==> config.mk <==
export PLATFORM = sky130hd
export DESIGN_NAME = lsu_dmem_ctrl
export DESIGN_NICKNAME = d
export VERILOG_FILES = /design/src/rtl/lsu_dmem_ctrl.sv
export SDC_FILE = /design/constraint.sdc
export NUM_CORES = 1
export LEC_CHECK = 0
export ABC_AREA = 1
export BUFFER_PORTS_ARGS = -buffer_cell sky130_fd_sc_hd__buf_4
export CAP_MARGIN = 30
export CORE_MARGIN = 10
export CORE_UTILIZATION = 54
export DETAILED_ROUTE_END_ITERATION = 8
export HOLD_SLACK_MARGIN = 0.1
export PLACE_DENSITY = 0.86
export REMOVE_ABC_BUFFERS = 1
export SLEW_MARGIN = 20
export SYNTH_ARGS = -nofsm -noshare
export SYNTH_HDL_FRONTEND = slang
export SYNTH_SLANG_ARGS = --single-unit
export TNS_END_PERCENT = 5
==> constraint.sdc <==
create_clock -name clk -period 2.61 [get_ports clk]
set_input_delay 0.522 -clock clk [delete_from_list [all_inputs] [get_ports clk]]
set_output_delay 0.522 -clock clk [all_outputs]
set_load 0.02 [all_outputs]
==> src/rtl/lsu_dmem_ctrl.sv <==
// Load/store unit: one outstanding RISC-V load/store against a synchronous dmem.
// Define MISALIGN_TRAP_EN to turn misaligned H/W accesses into error responses.
module lsu_dmem_ctrl #(
  parameter int AW = 32,
  parameter int DW = 32
) (
  input  logic          clk,
  input  logic          rst,
  input  logic          req_valid,
  output logic          req_ready,
  input  logic          req_we,
  input  logic [2:0]    req_funct3,
  input  logic [AW-1:0] req_addr,
  input  logic [DW-1:0] req_wdata,
  output logic          rsp_valid,
  output logic [DW-1:0] rsp_rdata,
  output logic          rsp_err,
  output logic [1:0]    mem_en,
  output logic [3:0]    mem_we,
  output logic [AW-1:0] mem_addr,
  output logic [DW-1:0] mem_din,
  input  logic [DW-1:0] mem_dout
);

  typedef enum logic [1:0] {IDLE, ISSUE, WAIT, RESP} state_t;

  state_t        state_reg, state_next;
  logic          we_reg, we_next;
  logic [2:0]    funct3_reg, funct3_next;
  logic [1:0]    offset_reg, offset_next;
  logic          err_reg, err_next;
  logic [DW-1:0] load_data_reg, load_data_next;

  logic          req_ready_next, rsp_valid_next, rsp_err_next;
  logic [DW-1:0] rsp_rdata_next;
  logic [1:0]    mem_en_next;
  logic [3:0]    mem_we_next;
  logic [AW-1:0] mem_addr_next;
  logic [DW-1:0] mem_din_next;

  logic          accept, funct3_ok, misaligned, req_err;
  logic [1:0]    req_offset;
  logic [3:0]    size_lanes;
  logic [DW-1:0] size_mask, shifted_dout, extended_dout;

  assign accept = req_valid && req_ready;

  always_comb begin
    funct3_ok = 1'b0;
    case (req_funct3)
      3'b000, 3'b001, 3'b010: funct3_ok = 1'b1;
      3'b100, 3'b101:         funct3_ok = !req_we;
      default:                funct3_ok = 1'b0;
    endcase
  end

`ifdef MISALIGN_TRAP_EN
  assign misaligned = ((req_funct3[1:0] == 2'b01) && req_addr[0]) ||
                      ((req_funct3[1:0] == 2'b10) && (req_addr[1:0] != 2'b00));
  assign req_offset = req_addr[1:0];
`else
  assign misaligned = 1'b0;
  // Misaligned halfwords/words are silently rounded down to their natural alignment.
  always_comb begin
    req_offset = 2'b00;
    case (req_funct3[1:0])
      2'b00:   req_offset = req_addr[1:0];
      2'b01:   req_offset = {req_addr[1], 1'b0};
      default: req_offset = 2'b00;
    endcase
  end
`endif

  assign req_err = !funct3_ok || misaligned;

  always_comb begin
    size_lanes = 4'b1111;
    size_mask  = '1;
    case (req_funct3[1:0])
      2'b00:   begin size_lanes = 4'b0001; size_mask = 32'h0000_00FF; end
      2'b01:   begin size_lanes = 4'b0011; size_mask = 32'h0000_FFFF; end
      default: begin size_lanes = 4'b1111; size_mask = '1;            end
    endcase
  end

  assign shifted_dout = mem_dout >> {offset_reg, 3'b000};

  always_comb begin
    extended_dout = shifted_dout;
    case (funct3_reg)
      3'b000:  extended_dout = {{24{shifted_dout[7]}}, shifted_dout[7:0]};
      3'b001:  extended_dout = {{16{shifted_dout[15]}}, shifted_dout[15:0]};
      3'b100:  extended_dout = {24'h0, shifted_dout[7:0]};
      3'b101:  extended_dout = {16'h0, shifted_dout[15:0]};
      default: extended_dout = shifted_dout;
    endcase
  end

  // Every output is a register loaded with the value it must show in the next state.
  always_comb begin
    state_next     = state_reg;
    we_next        = we_reg;
    funct3_next    = funct3_reg;
    offset_next    = offset_reg;
    err_next       = err_reg;
    load_data_next = load_data_reg;
    mem_en_next    = 2'b00;
    mem_we_next    = 4'b0000;
    mem_addr_next  = mem_addr;
    mem_din_next   = mem_din;
    rsp_valid_next = 1'b0;
    rsp_err_next   = 1'b0;
    rsp_rdata_next = '0;
    case (state_reg)
      IDLE: begin
        if (accept) begin
          we_next     = req_we;
          funct3_next = req_funct3;
          offset_next = req_offset;
          err_next    = req_err;
          if (req_err) begin
            state_next = RESP;
          end else begin
            state_next    = ISSUE;
            mem_en_next   = req_we ? 2'b10 : 2'b01;
            mem_we_next   = req_we ? (size_lanes << req_offset) : 4'b0000;
            mem_addr_next = {req_addr[AW-1:2], 2'b00};
            if (req_we) begin
              mem_din_next = (req_wdata & size_mask) << {req_offset, 3'b000};
            end
          end
        end
      end
      ISSUE: state_next = we_reg ? RESP : WAIT;
      WAIT: begin
        load_data_next = extended_dout;
        state_next     = RESP;
      end
      RESP: begin
        state_next     = IDLE;
        rsp_valid_next = 1'b1;
        rsp_err_next   = err_reg;
        rsp_rdata_next = (err_reg || we_reg) ? '0 : load_data_reg;
      end
      default: state_next = IDLE;
    endcase
    req_ready_next = (state_next == IDLE);
  end

  always_ff @(posedge clk) begin
    if (rst) begin
      state_reg <= IDLE;
    end else begin
      state_reg <= state_next;
    end
  end

  always_ff @(posedge clk) begin
    if (rst) begin
      we_reg        <= 1'b0;
      funct3_reg    <= 3'b000;
      offset_reg    <= 2'b00;
      err_reg       <= 1'b0;
      load_data_reg <= '0;
      req_ready     <= 1'b1;
      rsp_valid     <= 1'b0;
      rsp_err       <= 1'b0;
      rsp_rdata     <= '0;
      mem_en        <= 2'b00;
      mem_we        <= 4'b0000;
      mem_addr      <= '0;
      mem_din       <= '0;
    end else begin
      we_reg        <= we_next;
      funct3_reg    <= funct3_next;
      offset_reg    <= offset_next;
      err_reg       <= err_next;
      load_data_reg <= load_data_next;
      req_ready     <= req_ready_next;
      rsp_valid     <= rsp_valid_next;
      rsp_err       <= rsp_err_next;
      rsp_rdata     <= rsp_rdata_next;
      mem_en        <= mem_en_next;
      mem_we        <= mem_we_next;
      mem_addr      <= mem_addr_next;
      mem_din       <= mem_din_next;
    end
  end

endmodule

==> results.json <==
{
  "seqPwrFrac_pct": 37.3,
  "synth-seq-cells": 144,
  "route.detailed.drc": 0,
  "coreArea_um2": 10900,
  "wl_per_cell_um": 15.7,
  "antenna_cells": 0,
  "cp_top_family": "simple AND/OR/NAND/NOR gates",
  "grt_usage_pct": 22.8,
  "hp-class": "in2reg",
  "outcome": "finished, final reports clean",
  "post_cts_resized": 0,
  "cp.required_ps": 2940,
  "initial_core_util_pct": 55.5,
  "tightestPinTransition_ps": 691,
  "maxCapViolCount": 0,
  "crit_chain": "inv_1, ha_1, nand3_2, nor3_4, buf_4, nand2_1, nor3_1",
  "antenna_found_initial": 0,
  "die_area_um2": 15900,
  "switching_share_pct": 33.1,
  "gr-total-overflow": 0,
  "numPlacedInstances": 1166,
  "drt_pre_antenna_iters": 7,
  "first_global_vias": 6177,
  "grt_pass1_wl_um": 30200,
  "rows": 38,
  "crit_path_top_delay_cell": "dfxtp_1",
  "p_leak_uw": 0.00419,
  "ys_types": 26,
  "min_period_ps": 1880,
  "htreeDepth": 4,
  "clock_sinks": 144,
  "end_kind": "register",
  "hpwl_um": 13300,
  "gp_congestion": 0.887,
  "io_buffers": 205,
  "setup_slack_ps": 730,
  "powerDensity_nw_per_um2": 883,
  "ys_warn_count": 0,
  "cts_buffer_depth": 2,
  "arrival_ps": 2210,
  "insertion_delay_ps": 410,
  "period_share_pct": 72.0,
  "root_buffer": "clkbuf_16",
  "fin_setup_tns_ps": 0,
  "first_iter_violations": 686,
  "path_class": "reg2reg",
  "holdBufCountCts": 0,
  "num_vias": 6185,
  "clk_pin_slew_ps": 60,
  "dpl_worst_slack_ps": 766,
  "syn-instance-count": 862,
  "combPwrFrac_pct": 28.5,
  "synth_top_area_share_pct": 47.5,
  "start_kind": "register",
  "internal_power_uw": 4850,
  "clock.fmax_mhz": 532,
  "holdWs_ps": 294,
  "routed_wl_um": 18800,
  "power_switching_uw": 2390,
  "syn_area_um2": 6070,
  "fin_area_um2": 8200,
  "p_clk_share_pct": 34.2,
  "cts_tree": "done",
  "die_x_um": 126,
  "ys_top_cells_by_area": "dfxtp_1 (47%), nand2_1 (14%), nand3_1 (7.9%)",
  "rsz0062_at_grt": "no",
  "drtAntennaViolNets": 0,
  "cts_buffers": 17,
  "synth_area_per_cell_um2": 7.05,
  "synth_seq_area_share_pct": 47.5,
  "drv_slew": 0,
  "ioPinCount": 208,
  "slew-limit-headroom_pct": 54.0,
  "die_y_um": 126,
  "cp_max_fo": 33,
  "area_growth_pct": 35.0,
  "yosysTopAreaCell": "dfxtp_1",
  "post-cts-setup-buffers": 0,
  "slowest_delay_ps": 330,
  "ir_drop_mv": 0.570,
  "setup_viol": 0,
  "layout-drive-gt1-share_pct": 25.8,
  "layout.cells.non_filler": 1196,
  "place_area_um2": 7600,
  "grt_max_degree": 75,
  "routed_via_density": 5.17,
  "timing_hold_violations_final": 0,
  "crit_buf_inv": 2,
  "fin_skew_ps": 5.77,
  "nets": 1153
}
## per-layer routing
metal  up-vias  routed length [um]  track usage (%)
li1       3064                   -                -
met1      2770                6990             25.1
met2       319                8740             37.1
met3        32                2680             12.2
met4         0                 353             7.43
met5         -                   0                0
## per-stage QoR
step | util [%] | power [uW]
finish | 75.0 | 7240
CTS | 75.0 | 7250
floorplan | - | 4050
global route | 75.0 | 7670
detailed placement | 69.5 | 4770
global placement | 69.5 | 4720
## power by group through the flow
stage | Combinational (uW) | Clock, uW | Sequential [uW]
2_1_floorplan | 1160 | 0 | 2890
3_3_place_gp | 1990 | 0 | 2730
3_5_place_dp | 2030 | 0 | 2740
4_1_cts | 2060 | 2490 | 2700
5_1_grt | 2330 | 2600 | 2730
6_report | 2060 | 2470 | 2700
## placed cells by master (no fill, tap or decap)
cell type   count
a21oi_1        73
and2_1          1
buf_4         215
bufinv_16       3
clkbuf_1        1
clkbuf_16      17
clkbuf_8        3
clkinv_2        2
clkinv_4        3
clkinvlp_4      1
conb_1          2
dfxtp_1       144
ha_1            5
inv_1          76
inv_2           7
nand2_1       234
nand2_2         3
nand2_4         1
nand3_1        96
nand3_2         4
nor2_1        101
nor2_2          1
nor2_4          3
nor3_1          4
nor3_4          1
o21ai_0        39
o21ai_1         8
o21ai_2         1
or2_2           7
## worst min-delay path, stage by stage
cell,delay [ps]
buf_4,70
nand2_1,40
nand2_1,40
## cell usage after synthesis
library cell,count
nand2_1,234
dfxtp_1,144
nor2_1,101
nand3_1,96
inv_1,77
a21oi_1,73
o21ai_0,39
clkbuf_1,19
buf_2,18
buf_4,10
o21ai_1,8
or2_2,7
inv_2,6
ha_1,5
nand3_2,4
nor3_1,4
buf_1,3
nand2_2,3
nor2_4,3
buf_6,2
and2_1,1
conb_1,1
nand2_4,1
nor2_2,1
nor3_4,1
o21ai_2,1
## logic make-up after synthesis
group | synth area share, %
DFF | 47.5
and+or+nand+nor | 31.8
AOI/OAI and AO/OA | 10.0
other | 0.0617
buffers and inverters | 9.58
adders and majority gates | 1.03
## path summary, 6_finish.rpt
check / from / to / slack [ps] / cells after the start
max: state_reg[0] / mem_we[3] / 730 / 7
min: req_addr[6] / mem_addr[6] / 290 / 3
max reg2reg: state_reg[0] / mem_we[3] / 730 / 7
min reg2reg: load_data_reg[20] / rsp_rdata[20] / 440 / 2
## layout make-up
| cell class | instances | area, um2 |
|---|---|---|
| multi-input combinational | 584 | 2610 |
| timing repair buffer | 215 | 1610 |
| fill | 814 | 2730 |
| inverter | 83 | 312 |
| clock inverter | 9 | 134 |
| sequential | 144 | 2880 |
| tap | 140 | 175 |
| clock buffer | 21 | 470 |
Power figures use the tool's default switching activity.
